--- config.mk ---
export PLATFORM = sky130hd
export DESIGN_NAME = hazard_scoreboard
export DESIGN_NICKNAME = d
export VERILOG_FILES = /design/src/rtl/hazard_scoreboard_pkg.sv /design/src/rtl/hazard_scoreboard_cnt_cell.sv /design/src/rtl/hazard_scoreboard.sv
export SDC_FILE = /design/constraint.sdc
export NUM_CORES = 1
export LEC_CHECK = 0
export ABC_CLOCK_PERIOD_IN_PS = 3900
export CAP_MARGIN = 20
export CORE_ASPECT_RATIO = 1.2
export CORE_MARGIN = 5
export CORE_UTILIZATION = 60
export DETAILED_ROUTE_END_ITERATION = 6
export PLACE_DENSITY_LB_ADDON = 0.1
export SLEW_MARGIN = 10
export SYNTH_ARGS = -nofsm -noshare
export SYNTH_HDL_FRONTEND = slang
export SYNTH_SLANG_ARGS = --single-unit
--- constraint.sdc ---
create_clock -name clk -period 3.9 [get_ports clk]
set_clock_uncertainty 0.2 [all_clocks]
set_input_delay 0.585 -clock clk [delete_from_list [all_inputs] [get_ports clk]]
set_output_delay 0.585 -clock clk [all_outputs]
set_load 0.02 [all_outputs]
--- src/rtl/hazard_scoreboard_pkg.sv ---
// Shared defaults, latency constants and the counter update helper
// for the hazard scoreboard.
package hazard_pkg;

    localparam int REG_ADDR_W_DEF = 4;
    localparam int LAT_W_DEF      = 3;
    localparam int PERF_W_DEF     = 16;

    localparam int LAT_ALU_FWD  = 0;
    localparam int LAT_LOAD_FWD = 1;
    localparam int LAT_WB       = 2;

    // Decrement saturating at zero, then keep the longer of the two
    // so an older in-flight writer stays pending.
    function automatic int unsigned sat_dec_max(
        input int unsigned c,
        input int unsigned l
    );
        int unsigned d;
        d = (c == 0) ? 0 : c - 1;
        return (d > l) ? d : l;
    endfunction

endpackage

--- src/rtl/hazard_scoreboard_cnt_cell.sv ---
// One per-register countdown: load with max, decrement, or hold
// while the pipeline is frozen.
module hazard_cnt_cell
    import hazard_pkg::*;
#(
    parameter int LAT_W = LAT_W_DEF
) (
    input  logic             clk,
    input  logic             i_rst,
    input  logic             i_freeze,
    input  logic             i_load,
    input  logic [LAT_W-1:0] i_lat,
    output logic [LAT_W-1:0] o_cnt
);

    logic [LAT_W-1:0] r_cnt;
    logic [LAT_W-1:0] w_dec;
    logic [LAT_W-1:0] w_ld;

    assign w_dec = (r_cnt == '0) ? '0 : r_cnt - 1'b1;
    assign w_ld  = LAT_W'(sat_dec_max(32'(r_cnt), 32'(i_lat)));

    always_ff @(posedge clk) begin
        if (i_rst) begin
            r_cnt <= '0;
        end else if (!i_freeze) begin
            r_cnt <= i_load ? w_ld : w_dec;
        end
    end

    assign o_cnt = r_cnt;

endmodule

--- src/rtl/hazard_scoreboard.sv ---
// ID-stage scoreboard hazard unit with per-register latency counters.
// Define HAZARD_FWD_EN to load counters from fwd_lat instead of wb_lat.
module hazard_scoreboard
    import hazard_pkg::*;
#(
    parameter int REG_ADDR_W = REG_ADDR_W_DEF,
    parameter int LAT_W      = LAT_W_DEF,
    parameter int PERF_W     = PERF_W_DEF
) (
    input  logic                       clk,
    input  logic                       rst,
    input  logic                       issue_valid,
    input  logic                       disabled,
    input  logic                       freeze,
    input  logic                       flush,
    input  logic [REG_ADDR_W-1:0]      src1,
    input  logic [REG_ADDR_W-1:0]      src2,
    input  logic                       two_src,
    input  logic                       wb_en,
    input  logic [REG_ADDR_W-1:0]      dest,
    input  logic [LAT_W-1:0]           fwd_lat,
    input  logic [LAT_W-1:0]           wb_lat,
    output logic                       stall,
    output logic [2**REG_ADDR_W-1:0]   busy_vec,
    output logic [PERF_W-1:0]          stall_cycles
);

    localparam int NUM_REGS = 2**REG_ADDR_W;

    logic [LAT_W-1:0]    w_cnt [NUM_REGS];
    logic [NUM_REGS-1:0] w_busy;
    logic [LAT_W-1:0]    w_lat;
    logic                w_hit;
    logic                w_acc;
    logic [PERF_W-1:0]   r_stall_cycles;

`ifdef HAZARD_FWD_EN
    logic w_unused_lat;
    assign w_unused_lat = ^wb_lat;
    assign w_lat = fwd_lat;
`else
    logic w_unused_lat;
    assign w_unused_lat = ^fwd_lat;
    assign w_lat = wb_lat;
`endif

    for (genvar g = 0; g < NUM_REGS; g++) begin : g_cell
        hazard_cnt_cell #(
            .LAT_W (LAT_W)
        ) u_cell (
            .clk      (clk),
            .i_rst    (rst),
            .i_freeze (freeze),
            .i_load   (w_acc && wb_en && (dest == REG_ADDR_W'(g))),
            .i_lat    (w_lat),
            .o_cnt    (w_cnt[g])
        );
        assign w_busy[g] = |w_cnt[g];
    end

    // Old counters only, so an instruction never waits on itself.
    assign w_hit = w_busy[src1] | (two_src & w_busy[src2]);
    assign stall = ~rst & issue_valid & ~disabled & ~flush & w_hit;
    assign w_acc = issue_valid & ~stall & ~freeze & ~flush;

    assign busy_vec = rst ? '0 : w_busy;

    always_ff @(posedge clk) begin
        if (rst) begin
            r_stall_cycles <= '0;
        end else if (stall && !freeze && !(&r_stall_cycles)) begin
            r_stall_cycles <= r_stall_cycles + 1'b1;
        end
    end

    assign stall_cycles = r_stall_cycles;

endmodule

Word-level counts from Yosys, hierarchy flattened
Cells that the tools add are included.
- register bits: 64
- input port bits: 26
- output and inout bits: 33
- logic and storage cells: 221
- add/subtract/negate cells: 33
- order comparisons: 18
- equality and inequality tests: 15
- muxes and demuxes: 69
- bitwise gates (word level): 14
- reductions and logical operators: 55
- operators with widths (operator ; count):
    greater-than comparator 32 x 3 -> 1 bit ; 16
    two-way mux 32 bit ; 16
    two-way mux 3 bit ; 48
    subtractor 3 x 1 -> 4 bit (second input constant) ; 16
    logical NOT 3 bit ; 16
    OR reduction 3 bit ; 16
    subtractor 3 x 1 -> 3 bit (second input constant) ; 16
    equality test 4 bit (second input constant) ; 8
    logical AND 1 bit ; 19
    adder 16 x 1 -> 16 bit (second input constant) ; 1
    equality test 4 x 3 -> 1 bit (second input constant) ; 4
    two-way mux 16 bit ; 1
    AND reduction 16 bit ; 1
    < comparator 4 x 5 -> 1 bit (second input constant) ; 2
    AND 1 bit ; 8
    binary-select mux 1 bit (select 4 bit) ; 2
    equality test 4 x 2 -> 1 bit (second input constant) ; 2
    inverter 1 bit ; 5
    equality test 4 x 1 -> 1 bit (second input constant) ; 1
    logical NOT 4 bit ; 1
    logical NOT 1 bit ; 2
    two-way mux 1 bit ; 2
    OR 1 bit ; 1

Logic depth before layout (Yosys ltp)
Gate-level depths: netlist (run 1).
- word-level depth: 13
- depth in mapped cells: 12
- depth with buffers taken out: 11

Hierarchy
A second synthesis (run 1) with hierarchy kept.
- cell total of the unflattened synthesis: 780
- area, all modules: 5901.9 um^2
- modules (own cells, without submodules) (module ; instances ; cells each ; area each (um^2) ; sequential area each (um^2)):
    hazard_cnt_cell ; 16 ; 35 ; 270.3 ; 60.1
    hazard_scoreboard ; 1 ; 220 ; 1577.8 ; 320.3

Least setup slack after synthesis (run 1)
Ideal clock, no wire load.
- path type: in2out
- start: in src2[2]
- end: out stall
- arrival: 2.326 ns
- data required time: 3.115 ns
- path slack: 0.789 ns
- cell stages on the path: 9
- buffers on the path: 3
- path through: buf_2 > nor4_2 > a2111oi_1 > or3_1 > o211a_4 > nor3_1 > buf_2 > buf_2 > inv_1
- word-level cells in the longest chain between the ends: 5
- ends and longest elaborated chain (what ; RTL line ; source):
    from (decl) ; hazard_scoreboard.sv:17 ; input logic [REG_ADDR_W-1:0] src2,
    binary-select mux 1 bit (select 4 bit) ; hazard_scoreboard.sv:62 ; assign w_hit = w_busy[src1] | (two_src & w_busy[src2]);
    two-way mux 1 bit (not written as such) ; hazard_scoreboard.sv:62 ;
    AND 1 bit ; hazard_scoreboard.sv:62 ;
    OR 1 bit ; hazard_scoreboard.sv:62 ;
    AND 1 bit ; hazard_scoreboard.sv:63 ; assign stall = ~rst & issue_valid & ~disabled & ~flush & w_hit;
    to (decl) ; hazard_scoreboard.sv:23 ; output logic stall,
Every way passes these cells. The select of a mux whose other input is x is not followed.

Worst setup path after layout (run 1)
- start: in src2[0]
- end: out stall
Same word-level chain as after synthesis.

==> flow_results.xml, run 1 <==
<?xml version="1.0" encoding="UTF-8"?>
<metrics>
  <group name="run_status">
    <metric name="run_status" unit="">complete, no violations</metric>
  </group>
  <group name="sta">
    <metric name="slew_viol_final" unit="">0</metric>
    <metric name="rsz0062_at_grt" unit="">no</metric>
    <metric name="report.final.hold_viol_count" unit="">0</metric>
    <metric name="setup_viol_count_final" unit="">0</metric>
    <metric name="final.setup.tns" unit="ns">0</metric>
    <metric name="fin_crit_sh" unit="">0.975</metric>
    <metric name="max-slew-margin-rel" unit="">0.410</metric>
    <metric name="max_slew.worst_pin.slew" unit="ns">0.885</metric>
    <metric name="layout_min_cycle_time" unit="ns">3.80</metric>
    <metric name="max_freq" unit="GHz">0.263</metric>
  </group>
  <group name="clocking">
    <metric name="cts-root-to-sink-buffers" unit="">2</metric>
    <metric name="clock_latency" unit="ns">0.37</metric>
    <metric name="cts.root.buffer_cell" unit="">sky130_fd_sc_hd__clkbuf_8</metric>
    <metric name="postCtsSetupBuffers" unit="">0</metric>
    <metric name="post_cts_hold_buffer_count" unit="">0</metric>
    <metric name="clock_sink_count" unit="">64</metric>
    <metric name="clock_tree.htree_level_count" unit="">3</metric>
    <metric name="clk_pin_slew" unit="ns">0.08</metric>
    <metric name="cts-resized-gates" unit="">0</metric>
    <metric name="clock_tree_from_tritoncts" unit="">done</metric>
    <metric name="numCtsBuffers" unit="">9</metric>
  </group>
  <group name="grt">
    <metric name="antenna_found_initial" unit="">0</metric>
    <metric name="grt_first_pass_wirelength" unit="um">28300</metric>
    <metric name="pin_count_of_the_biggest_net_entering_global_routing" unit="">38</metric>
    <metric name="overflow" unit="">0</metric>
    <metric name="first_global_vias" unit="">5823</metric>
    <metric name="overall_global_routing_resource_usage" unit="">0.309</metric>
  </group>
  <group name="critical_path">
    <metric name="critical_path.reg2reg.endpoint" unit="">g_cell[1].u_cell.o_cnt[1]$_SDFFE_PP0N_</metric>
    <metric name="timing.critical_path.fanout_max" unit="">7</metric>
    <metric name="worst_ep_arrival_time" unit="ns">3.02</metric>
    <metric name="worst-setup-path-type" unit="">in -&gt; out</metric>
    <metric name="crit-reg2reg-launch" unit="">g_cell[12].u_cell.o_cnt[0]$_SDFFE_PP0N_</metric>
    <metric name="worst-r2r-setup-slack" unit="ns">0.75</metric>
    <metric name="crit_path_cell_trace" unit="">clkdlybuf4s50_1 -&gt; or3b_1 -&gt; o32ai_1 -&gt; or3_1 -&gt; o211a_4 -&gt; nor3_2 -&gt; inv_1 -&gt; clkdlybuf4s50_1</metric>
    <metric name="critPathCaptureType" unit="">output pin</metric>
    <metric name="setup.worst_path.start_class" unit="">input pin</metric>
    <metric name="worst_path_most_repeated_cell" unit="">sky130_fd_sc_hd__clkdlybuf4s50_1</metric>
    <metric name="required" unit="ns">3.12</metric>
    <metric name="critPathTopFamily" unit="">buffers and inverters</metric>
    <metric name="buffers_and_inverters_on_the_worst_path" unit="">3</metric>
    <metric name="r2r_cells" unit="">8</metric>
    <metric name="cp_slowest_cell" unit="">sky130_fd_sc_hd__clkdlybuf4s50_1</metric>
    <metric name="max_stage_delay" unit="ns">0.57</metric>
  </group>
  <group name="yosys">
    <metric name="mappedNetlistArea" unit="sq um">5650</metric>
    <metric name="ys.warnings.count" unit="">0</metric>
    <metric name="synth_fp_nets" unit="">827</metric>
    <metric name="synthesized_area_fraction_occupied_by_xor_and_xnor_cells" unit="">0.00310</metric>
    <metric name="synth-edff-count" unit="">0</metric>
    <metric name="ys_async_sr_fraction" unit="">0</metric>
    <metric name="ys_seq_area_frac" unit="">0.227</metric>
    <metric name="number_of_different_library_cells_in_the_post_synthesis_netlist" unit="">68</metric>
    <metric name="muxShareOfSynthArea" unit="">0.0325</metric>
    <metric name="avgSynthCellArea" unit="sq um">7.52</metric>
    <metric name="synth_top_family_by_area" unit="">simple AND/OR/NAND/NOR gates</metric>
    <metric name="dominant_synthesized_flop_cell" unit="">sky130_fd_sc_hd__dfxtp_1</metric>
    <metric name="synthesis.instances" unit="">752</metric>
    <metric name="post_synth_and_or_nand_nor_area_fraction" unit="">0.364</metric>
    <metric name="synthesized_flop_and_latch_total" unit="">64</metric>
    <metric name="yosys.area_share.adder" unit="">0.108</metric>
    <metric name="synth_compound_gate_area_share" unit="">0.216</metric>
  </group>
  <group name="cells_and_area">
    <metric name="final_cell_mix" unit="">98 x sky130_fd_sc_hd__nand2_1, 64 x sky130_fd_sc_hd__dfxtp_1, 57 x sky130_fd_sc_hd__nor2_1, 52 x sky130_fd_sc_hd__clkdlybuf4s50_1, 49 x sky130_fd_sc_hd__ha_1</metric>
    <metric name="nFillCells" unit="">765</metric>
    <metric name="diodes" unit="">0</metric>
    <metric name="layout.cells.most_common" unit="">sky130_fd_sc_hd__nand2_1</metric>
    <metric name="layout.nets" unit="">874</metric>
    <metric name="layout-drive-gt1-share" unit="">0.109</metric>
    <metric name="area_growth" unit="%">16.0</metric>
    <metric name="layout.cells.non_filler" unit="">924</metric>
  </group>
  <group name="drt">
    <metric name="remaining_drc_errors" unit="">0</metric>
    <metric name="drt.antenna.violating_nets" unit="">0</metric>
    <metric name="number_of_detailed_routing_iterations_run_before_antenna_repair" unit="">6</metric>
    <metric name="drtIter0Drc" unit="">491</metric>
    <metric name="wire_per_inst" unit="um">18.9</metric>
    <metric name="viasPerCell" unit="">6.56</metric>
    <metric name="dr_total_vias" unit="">6057</metric>
    <metric name="wl" unit="um">17500</metric>
  </group>
  <group name="floorplanning">
    <metric name="top_level_ports" unit="">59</metric>
    <metric name="die_height" unit="um">116</metric>
    <metric name="row_count" unit="">38</metric>
    <metric name="die_area" unit="sq um">11500</metric>
    <metric name="initial_core_util" unit="">0.619</metric>
    <metric name="coreArea" unit="sq um">9130</metric>
    <metric name="die_x" unit="um">98.6</metric>
  </group>
  <group name="power">
    <metric name="netSwitchingFraction" unit="">0.289</metric>
    <metric name="ir_drop" unit="uV">216</metric>
    <metric name="totalPowerFinal" unit="mW">1.47</metric>
    <metric name="total_leakage_power" unit="nW">2.36</metric>
    <metric name="p_switching" unit="mW">0.426</metric>
    <metric name="internal_power" unit="mW">1.05</metric>
    <metric name="logic_pwr_share" unit="">0.145</metric>
    <metric name="sequential_fraction_of_design_power" unit="">0.446</metric>
    <metric name="power_density" unit="nW/um^2">224</metric>
    <metric name="share_clk_of_total_power" unit="">0.408</metric>
  </group>
  <group name="place">
    <metric name="placed_cells" unit="">908</metric>
    <metric name="place.gp.congestion" unit="">0.978</metric>
    <metric name="io_buffers" unit="">55</metric>
    <metric name="detailedPlacementHpwl" unit="um">12400</metric>
  </group>
  <group name="worst_hold_path">
    <metric name="hp-start" unit="">stall_cycles[8]$_SDFFE_PP0P_</metric>
    <metric name="min_path_type" unit="">reg -&gt; reg</metric>
    <metric name="whs_endpoint" unit="">stall_cycles[8]$_SDFFE_PP0P_</metric>
    <metric name="hold_path_depth" unit="">2</metric>
  </group>
  <group name="flow_run">
    <metric name="cap_viol_max_count" unit="">0</metric>
  </group>
</metrics>
-- cells in the mapped netlist (16+ instances only) --
cell / count / area, sq um
sky130_fd_sc_hd__nor2_1: 57 / 214
sky130_fd_sc_hd__clkbuf_1: 31 / 116
sky130_fd_sc_hd__a211oi_1: 16 / 120
sky130_fd_sc_hd__o21ai_0: 37 / 185
sky130_fd_sc_hd__or3_1: 17 / 106
sky130_fd_sc_hd__dfxtp_1: 64 / 1280
sky130_fd_sc_hd__ha_1: 49 / 613
sky130_fd_sc_hd__nor2b_1: 35 / 219
sky130_fd_sc_hd__nand2_1: 98 / 368
sky130_fd_sc_hd__nand4_1: 24 / 150
sky130_fd_sc_hd__nand3_1: 29 / 145
sky130_fd_sc_hd__o21a_1: 19 / 143
sky130_fd_sc_hd__nor3_1: 27 / 135
sky130_fd_sc_hd__a21oi_1: 42 / 210
-- tightest hold or removal path: cells and delay by family (launching register included) --
family             cells  cell delay, ns
AOI/OAI and AO/OA      2            0.14
DFF                    1            0.33
-- worst max-delay path by stage --
| stage | from | to | slack (ns) | depth (start not counted) |
|---|---|---|---|---|
| after CTS | src2[2] | stall | 0.07 | 8 |
| final | src2[0] | stall | 0.1 | 8 |
| after global placement | src2[2] | stall | 0.09 | 8 |
| after global routing | src2[0] | stall | 0.01 | 8 |
| after floorplan | src2[2] | stall | 0.79 | 9 |
| after detailed placement | src2[2] | stall | 0.09 | 8 |
-- per-layer routing --
layer / vias to the layer above / global-route usage / wire [um]
li1: 2886 / - / -
met4: 0 / 0.152 / 771
met3: 61 / 0.0639 / 1580
met1: 2825 / 0.370 / 7000
met5: - / 0 / 0
met2: 285 / 0.529 / 8130
-- per-stage QoR --
stage | area (sq um) | setup slack [ns] | utilization | hold WS, ns
after floorplan | 5650 | 0.789 | - | 0.271
after global placement | 6340 | 0.0904 | 0.695 | 0.280
after detailed placement | 6340 | 0.0866 | 0.695 | 0.291
after CTS | 6540 | 0.0682 | 0.717 | 0.305
after global routing | 6560 | 0.0115 | 0.718 | 0.319
final | 6560 | 0.0959 | 0.718 | 0.304
-- final cells by class --
type,instances,area (sq um),area share
Clock buffer,11,141,0.0216
Clock inverter,5,56.3,0.00859
Inverter,14,52.6,0.00802
Sequential cell,64,1280,0.195
Tap cell,120,150,0.0229
Multi-Input combinational cell,626,4110,0.627
Timing Repair Buffer,84,761,0.116
-- flip-flops by register name, indices dropped and copies added (netlist names) --
| name | flops |
|---|---|
| g_cell.u_cell.o_cnt | 48 |
| stall_cycles | 16 |
-- power groups by stage --
stage	Clock [mW]	Combinational, mW	Sequential, mW
final	0.601	0.214	0.657
after global routing	0.634	0.231	0.657
after CTS	0.604	0.209	0.657
after detailed placement	0	0.207	0.672
after global placement	0	0.199	0.672
after floorplan	0	0.119	0.671
-- logic make-up (layout without fill, tap and decap cells) --
| logic type | Yosys count | in the layout |
|---|---|---|
| AOI/OAI and AO/OA | 185 | 185 |
| xor gates and xnor gates | 2 | 2 |
| adders and majority gates | 49 | 49 |
| buffers and inverters | 62 | 114 |
| DFF | 64 | 64 |
| muxes | 17 | 17 |
| and+or+nand+nor | 373 | 373 |
Power figures use the tool's default switching activity.
==> inputs of run 2 (changes only) <==
--- a/config.mk
+++ b/config.mk
@@ -11,7 +11,7 @@
 export CORE_MARGIN = 5
 export CORE_UTILIZATION = 60
 export DETAILED_ROUTE_END_ITERATION = 6
-export PLACE_DENSITY_LB_ADDON = 0.1
+export PLACE_DENSITY = 0.9
 export SLEW_MARGIN = 10
 export SYNTH_ARGS = -nofsm -noshare
 export SYNTH_HDL_FRONTEND = slang
==> flow_results.xml, run 2 (synthesis gave the netlist of run 1 again) <==
<?xml version="1.0" encoding="UTF-8"?>
<metrics>
  <group name="floorplanning">
    <metric name="die_height" unit="um">116</metric>
    <metric name="top_level_ports" unit="">59</metric>
    <metric name="coreArea" unit="sq um">9130</metric>
    <metric name="die_x" unit="um">98.6</metric>
    <metric name="row_count" unit="">38</metric>
    <metric name="initial_core_util" unit="">0.619</metric>
    <metric name="die_area" unit="sq um">11500</metric>
  </group>
  <group name="critical_path">
    <metric name="worst_path_most_repeated_cell" unit="">sky130_fd_sc_hd__clkdlybuf4s50_1</metric>
    <metric name="critical_path.reg2reg.endpoint" unit="">g_cell[1].u_cell.o_cnt[1]$_SDFFE_PP0N_</metric>
    <metric name="critical_path.endpoint" unit="">stall</metric>
    <metric name="setup.worst_path.start_class" unit="">input pin</metric>
    <metric name="max_stage_delay" unit="ns">0.61</metric>
    <metric name="worst-r2r-setup-slack" unit="ns">0.79</metric>
    <metric name="worst-setup-path-type" unit="">in -&gt; out</metric>
    <metric name="critPathCaptureType" unit="">output pin</metric>
    <metric name="buffers_and_inverters_on_the_worst_path" unit="">4</metric>
    <metric name="crit_path_cell_trace" unit="">clkdlybuf4s50_1 -&gt; buf_4 -&gt; nor4b_2 -&gt; o32ai_1 -&gt; o32a_1 -&gt; o211a_4 -&gt; nor3_2 -&gt; inv_1 -&gt; clkdlybuf4s50_1</metric>
    <metric name="cp_slowest_cell" unit="">sky130_fd_sc_hd__clkdlybuf4s50_1</metric>
    <metric name="critical_path_launch_point" unit="">src2[1]</metric>
    <metric name="timing.critical_path.depth" unit="">9</metric>
    <metric name="crit-reg2reg-launch" unit="">g_cell[9].u_cell.o_cnt[0]$_SDFFE_PP0N_</metric>
    <metric name="r2r_cells" unit="">8</metric>
    <metric name="worst_ep_arrival_time" unit="ns">3.06</metric>
    <metric name="critPathTopFamily" unit="">buffers and inverters</metric>
    <metric name="timing.critical_path.fanout_max" unit="">5</metric>
    <metric name="required" unit="ns">3.12</metric>
  </group>
  <group name="place">
    <metric name="detailedPlacementHpwl" unit="um">13000</metric>
    <metric name="io_buffers" unit="">55</metric>
    <metric name="preCtsSetupSlack" unit="ns">0.0474</metric>
    <metric name="place.gp.congestion" unit="">0.934</metric>
  </group>
  <group name="grt">
    <metric name="first_global_vias" unit="">5895</metric>
    <metric name="overflow" unit="">0</metric>
    <metric name="overall_global_routing_resource_usage" unit="">0.317</metric>
    <metric name="pin_count_of_the_biggest_net_entering_global_routing" unit="">70</metric>
    <metric name="antenna_found_initial" unit="">0</metric>
    <metric name="grt_first_pass_wirelength" unit="um">29200</metric>
  </group>
  <group name="power">
    <metric name="power_density" unit="nW/um^2">225</metric>
    <metric name="ir_drop" unit="uV">197</metric>
    <metric name="total_leakage_power" unit="nW">2.36</metric>
  </group>
  <group name="cells_and_area">
    <metric name="max_ffs_per_register" unit="">48</metric>
    <metric name="layout.nets" unit="">872</metric>
    <metric name="final_cell_mix" unit="">98 x sky130_fd_sc_hd__nand2_1, 64 x sky130_fd_sc_hd__dfxtp_1, 57 x sky130_fd_sc_hd__nor2_1, 52 x sky130_fd_sc_hd__clkdlybuf4s50_1, 49 x sky130_fd_sc_hd__ha_1</metric>
    <metric name="diodes" unit="">0</metric>
    <metric name="layout-drive-gt1-share" unit="">0.106</metric>
    <metric name="layout.cells.most_common" unit="">sky130_fd_sc_hd__nand2_1</metric>
    <metric name="area_growth" unit="%">15.7</metric>
    <metric name="nFillCells" unit="">765</metric>
  </group>
  <group name="drt">
    <metric name="wl" unit="um">18000</metric>
    <metric name="wire_per_inst" unit="um">19.6</metric>
    <metric name="dr_total_vias" unit="">6206</metric>
    <metric name="drt.antenna.violating_nets" unit="">0</metric>
    <metric name="remaining_drc_errors" unit="">0</metric>
    <metric name="viasPerCell" unit="">6.73</metric>
    <metric name="number_of_detailed_routing_iterations_run_before_antenna_repair" unit="">5</metric>
    <metric name="drtIter0Drc" unit="">437</metric>
  </group>
  <group name="sta">
    <metric name="layout_min_cycle_time" unit="ns">3.85</metric>
    <metric name="max_slew.worst_pin.slew" unit="ns">0.883</metric>
    <metric name="max_freq" unit="GHz">0.260</metric>
    <metric name="rsz0062_at_grt" unit="">no</metric>
    <metric name="report.final.hold_viol_count" unit="">0</metric>
    <metric name="post-route-worst-setup-slack" unit="ns">0.0528</metric>
    <metric name="slew_viol_final" unit="">0</metric>
    <metric name="max-slew-margin-rel" unit="">0.409</metric>
    <metric name="fin_crit_sh" unit="">0.986</metric>
    <metric name="final.setup.tns" unit="ns">0</metric>
    <metric name="setup_viol_count_final" unit="">0</metric>
  </group>
  <group name="clocking">
    <metric name="post_cts_hold_buffer_count" unit="">0</metric>
    <metric name="clk_pin_slew" unit="ns">0.07</metric>
    <metric name="clock_tree.htree_level_count" unit="">3</metric>
    <metric name="cts.root.buffer_cell" unit="">sky130_fd_sc_hd__clkbuf_8</metric>
    <metric name="numCtsBuffers" unit="">9</metric>
    <metric name="clock_sink_count" unit="">64</metric>
    <metric name="cts-root-to-sink-buffers" unit="">2</metric>
    <metric name="clock_tree_from_tritoncts" unit="">done</metric>
    <metric name="clock_latency" unit="ns">0.36</metric>
  </group>
  <group name="flow_run">
    <metric name="cap_viol_max_count" unit="">0</metric>
  </group>
  <group name="run_status">
    <metric name="run_status" unit="">complete, no violations</metric>
  </group>
  <group name="worst_hold_path">
    <metric name="min_path_type" unit="">reg -&gt; reg</metric>
  </group>
</metrics>
## run 2: timing repair
item,CTS,global route
setup buffers,0,0
hold endpoints to repair,0,0
resized for setup,0,3
setup endpoints to repair,0,1
## run 2: worst min-delay path: cells and delay by family (launching register included)
| kind | cells | cell delay [ns] |
|---|---|---|
| flops | 1 | 0.33 |
| compound gates | 2 | 0.14 |
## run 2: area by class of cell
type | count | area [sq um] | share of cell area
flip-flops and latches | 64 | 1280 | 0.196
well taps | 120 | 150 | 0.0229
clock inverters | 3 | 40.0 | 0.00612
inverters | 14 | 52.6 | 0.00803
repair buffers | 82 | 746 | 0.114
multi-input cells | 626 | 4110 | 0.629
clock buffers | 13 | 159 | 0.0243
## run 2: metal layers
metal	global-route usage	wire length (um)
met5	0	0
met4	0.202	1170
met1	0.364	6930
met3	0.0400	1330
met2	0.558	8600
## run 2: stage by stage
stage / instances / utilization / cell area [sq um] / total power [mW] / hold WS (ns)
floorplan: 752 / - / 5650 / 0.790 / 0.271
global placement: 906 / 0.693 / 6330 / 0.867 / 0.280
detailed placement: 906 / 0.693 / 6330 / 0.877 / 0.293
CTS: 922 / 0.715 / 6530 / 1.47 / 0.309
global route: 922 / 0.717 / 6540 / 1.52 / 0.329
finish: 922 / 0.717 / 6540 / 1.47 / 0.312
## run 2: worst min path at each step
stage / startpoint / end / slack, ns / cells past startpoint
detailed placement: stall_cycles[14]$_SDFFE_PP0P_ / stall_cycles[14]$_SDFFE_PP0P_ / 0.29 / 2
finish: stall_cycles[8]$_SDFFE_PP0P_ / stall_cycles[8]$_SDFFE_PP0P_ / 0.31 / 2
global placement: stall_cycles[15]$_SDFFE_PP0P_ / stall_cycles[15]$_SDFFE_PP0P_ / 0.28 / 2
CTS: stall_cycles[14]$_SDFFE_PP0P_ / stall_cycles[14]$_SDFFE_PP0P_ / 0.31 / 2
floorplan: g_cell[7].u_cell.o_cnt[2]$_SDFFE_PP0N_ / g_cell[7].u_cell.o_cnt[2]$_SDFFE_PP0N_ / 0.27 / 2
global route: stall_cycles[15]$_SDFFE_PP0P_ / stall_cycles[15]$_SDFFE_PP0P_ / 0.33 / 2
## run 2: power breakdown
group	leakage, nW	total (mW)	switching, mW	internal [mW]
clock	0.103	0.603	0.274	0.329
sequential	0.515	0.657	0.00257	0.654
combinational	1.74	0.212	0.134	0.0777
total	2.36	1.47	0.411	1.06
==> inputs of run 3 (changes only) <==
--- a/config.mk
+++ b/config.mk
@@ -11,7 +11,8 @@
 export CORE_MARGIN = 5
 export CORE_UTILIZATION = 60
 export DETAILED_ROUTE_END_ITERATION = 6
-export PLACE_DENSITY = 0.9
+export DONT_BUFFER_PORTS = 1
+export PLACE_DENSITY = 0.82
 export SLEW_MARGIN = 10
 export SYNTH_ARGS = -nofsm -noshare
 export SYNTH_HDL_FRONTEND = slang
==> flow_results.xml, run 3 (synthesis gave the netlist of run 1 again) <==
<?xml version="1.0" encoding="UTF-8"?>
<metrics>
  <group name="sta">
    <metric name="post-route-worst-setup-slack" unit="ns">0.322</metric>
    <metric name="worst_hold_slack" unit="ns">0.0876</metric>
    <metric name="max_slew.worst_pin.slew" unit="ns">0.849</metric>
    <metric name="fin_crit_sh" unit="">0.917</metric>
    <metric name="report.final.hold_viol_count" unit="">0</metric>
    <metric name="max-slew-margin-rel" unit="">0.432</metric>
    <metric name="setup_viol_count_final" unit="">0</metric>
    <metric name="layout_min_cycle_time" unit="ns">3.58</metric>
    <metric name="slew_viol_final" unit="">0</metric>
    <metric name="final.setup.tns" unit="ns">0</metric>
    <metric name="max_freq" unit="GHz">0.279</metric>
    <metric name="rsz0062_at_grt" unit="">no</metric>
  </group>
  <group name="grt">
    <metric name="overflow" unit="">0</metric>
    <metric name="antenna_found_initial" unit="">0</metric>
    <metric name="grt.met3_usage" unit="">0.0538</metric>
    <metric name="use_met1" unit="">0.336</metric>
    <metric name="overall_global_routing_resource_usage" unit="">0.287</metric>
    <metric name="first_global_vias" unit="">5579</metric>
    <metric name="grt_first_pass_wirelength" unit="um">26600</metric>
    <metric name="grt-busiest-layer" unit="">met2</metric>
    <metric name="pin_count_of_the_biggest_net_entering_global_routing" unit="">74</metric>
    <metric name="groute.layer.met2.usage" unit="">0.498</metric>
  </group>
  <group name="place">
    <metric name="preCtsSetupSlack" unit="ns">0.635</metric>
    <metric name="placed_cells" unit="">838</metric>
    <metric name="detailedPlacementHpwl" unit="um">11700</metric>
    <metric name="io_buffers" unit="">0</metric>
    <metric name="place.gp.congestion" unit="">0.912</metric>
  </group>
  <group name="floorplanning">
    <metric name="die_area" unit="sq um">11500</metric>
    <metric name="die_x" unit="um">98.6</metric>
    <metric name="row_count" unit="">38</metric>
    <metric name="top_level_ports" unit="">59</metric>
    <metric name="die_height" unit="um">116</metric>
    <metric name="coreArea" unit="sq um">9130</metric>
    <metric name="initial_core_util" unit="">0.619</metric>
  </group>
  <group name="critical_path">
    <metric name="worst-r2r-setup-slack" unit="ns">0.67</metric>
    <metric name="critPathCaptureType" unit="">output pin</metric>
    <metric name="max_stage_delay" unit="ns">0.42</metric>
    <metric name="timing.critical_path.fanout_max" unit="">17</metric>
    <metric name="required" unit="ns">3.12</metric>
    <metric name="cp_slowest_cell" unit="">sky130_fd_sc_hd__or3_1</metric>
    <metric name="setup.worst_path.start_class" unit="">flop</metric>
    <metric name="worst-setup-path-type" unit="">reg -&gt; out</metric>
    <metric name="crit-reg2reg-launch" unit="">g_cell[9].u_cell.o_cnt[0]$_SDFFE_PP0N_</metric>
    <metric name="worst_ep_arrival_time" unit="ns">2.79</metric>
    <metric name="critical_path.reg2reg.endpoint" unit="">stall_cycles[12]$_SDFFE_PP0P_</metric>
    <metric name="r2r_cells" unit="">9</metric>
    <metric name="crit_path_cell_trace" unit="">nor3_4 -&gt; a2111oi_1 -&gt; or3_1 -&gt; o211a_4 -&gt; nor3_2 -&gt; buf_4 -&gt; inv_1</metric>
  </group>
  <group name="drt">
    <metric name="remaining_drc_errors" unit="">0</metric>
    <metric name="drt.antenna.violating_nets" unit="">0</metric>
    <metric name="viasPerCell" unit="">6.78</metric>
    <metric name="drtIter0Drc" unit="">398</metric>
    <metric name="dr_total_vias" unit="">5791</metric>
    <metric name="wl" unit="um">16600</metric>
    <metric name="wire_per_inst" unit="um">19.4</metric>
    <metric name="number_of_detailed_routing_iterations_run_before_antenna_repair" unit="">5</metric>
  </group>
  <group name="clocking">
    <metric name="clock_sink_count" unit="">64</metric>
    <metric name="clock_tree.htree_level_count" unit="">3</metric>
    <metric name="clock_latency" unit="ns">0.36</metric>
    <metric name="cts-root-to-sink-buffers" unit="">2</metric>
    <metric name="cts-resized-gates" unit="">0</metric>
    <metric name="cts.root.buffer_cell" unit="">sky130_fd_sc_hd__clkbuf_8</metric>
    <metric name="clk_pin_slew" unit="ns">0.08</metric>
    <metric name="postCtsSetupBuffers" unit="">0</metric>
    <metric name="post_cts_hold_buffer_count" unit="">0</metric>
    <metric name="numCtsBuffers" unit="">9</metric>
    <metric name="clock_tree_from_tritoncts" unit="">done</metric>
  </group>
  <group name="power">
    <metric name="sequential_fraction_of_design_power" unit="">0.468</metric>
    <metric name="ir_drop" unit="uV">197</metric>
    <metric name="share_clk_of_total_power" unit="">0.437</metric>
    <metric name="p_switching" unit="mW">0.370</metric>
    <metric name="netSwitchingFraction" unit="">0.264</metric>
    <metric name="power_density" unit="nW/um^2">238</metric>
    <metric name="total_leakage_power" unit="nW">2.08</metric>
    <metric name="logic_pwr_share" unit="">0.095</metric>
    <metric name="internal_power" unit="mW">1.03</metric>
  </group>
  <group name="worst_hold_path">
    <metric name="min_path_type" unit="">in -&gt; reg</metric>
    <metric name="whs_endpoint" unit="">stall_cycles[13]$_SDFFE_PP0P_</metric>
    <metric name="hold_path_depth" unit="">1</metric>
    <metric name="hp-start" unit="">rst</metric>
  </group>
  <group name="cells_and_area">
    <metric name="nFillCells" unit="">820</metric>
    <metric name="layout.cells.non_filler" unit="">854</metric>
    <metric name="final_cell_mix" unit="">98 x sky130_fd_sc_hd__nand2_1, 64 x sky130_fd_sc_hd__dfxtp_1, 57 x sky130_fd_sc_hd__nor2_1, 49 x sky130_fd_sc_hd__ha_1, 42 x sky130_fd_sc_hd__a21oi_1</metric>
    <metric name="ff_latch_area" unit="sq um">1280</metric>
    <metric name="multi_input_area" unit="sq um">4100</metric>
    <metric name="layout.nets" unit="">804</metric>
    <metric name="layout.cells.most_common" unit="">sky130_fd_sc_hd__nand2_1</metric>
    <metric name="layout-drive-gt1-share" unit="">0.0954</metric>
    <metric name="diodes" unit="">0</metric>
    <metric name="area_growth" unit="%">4.32</metric>
    <metric name="final_core_util" unit="">0.646</metric>
    <metric name="max_ffs_per_register" unit="">48</metric>
  </group>
  <group name="flow_run">
    <metric name="cap_viol_max_count" unit="">0</metric>
  </group>
  <group name="run_status">
    <metric name="run_status" unit="">complete, no violations</metric>
  </group>
</metrics>
==> run 3: final cells by class <==
cell class	instances	area share
multi-input cells	626	0.696
flip-flops and latches	64	0.217
clock buffers	11	0.0257
well taps	120	0.0255
repair buffers	14	0.0178
clock inverters	5	0.00933
inverters	14	0.00891
==> run 3: how the worst max path moves through the flow <==
stage	start	to	slack, ns	depth (start not counted)
2_1_floorplan	src2[2]	stall	0.79	9
4_1_cts	g_cell[12].u_cell.o_cnt[0]$_SDFFE_PP0N_	stall	0.34	7
3_3_place_gp	wb_lat[1]	g_cell[1].u_cell.o_cnt[1]$_SDFFE_PP0N_	0.71	9
6_report	g_cell[12].u_cell.o_cnt[0]$_SDFFE_PP0N_	stall	0.32	7
3_5_place_dp	wb_lat[1]	g_cell[1].u_cell.o_cnt[1]$_SDFFE_PP0N_	0.64	9
5_1_grt	g_cell[12].u_cell.o_cnt[0]$_SDFFE_PP0N_	stall	0.25	7
==> run 3: per-layer routing <==
metal,part of all wire,up-vias
met3,0.092,61
met5,0,-
met2,0.48,284
li1,-,2749
met1,0.39,2697
met4,0.042,0
==> run 3: power by group through the flow <==
stage               clock network (mW)  logic [mW]  registers [mW]
finish                           0.613       0.133           0.657
global route                     0.652       0.147           0.657
CTS                              0.613       0.131           0.657
detailed placement                   0       0.130           0.672
global placement                     0       0.123           0.672
floorplan                            0       0.119           0.671
==> run 3: stage by stage <==
| step | power [mW] | area [sq um] |
|---|---|---|
| after floorplan | 0.790 | 5650 |
| after global placement | 0.795 | 5690 |
| after detailed placement | 0.802 | 5690 |
| after CTS | 1.40 | 5900 |
| after global routing | 1.46 | 5900 |
| final | 1.40 | 5900 |
==> run 3: critical path: cells and delay by family, from the launching register on <==
family                 cells  cell delay, ns
buffers and inverters      2            0.35
flip-flops                 1            0.41
AO/OA/AOI/OAI              2            0.53
AND/OR/NAND/NOR            3            1.13
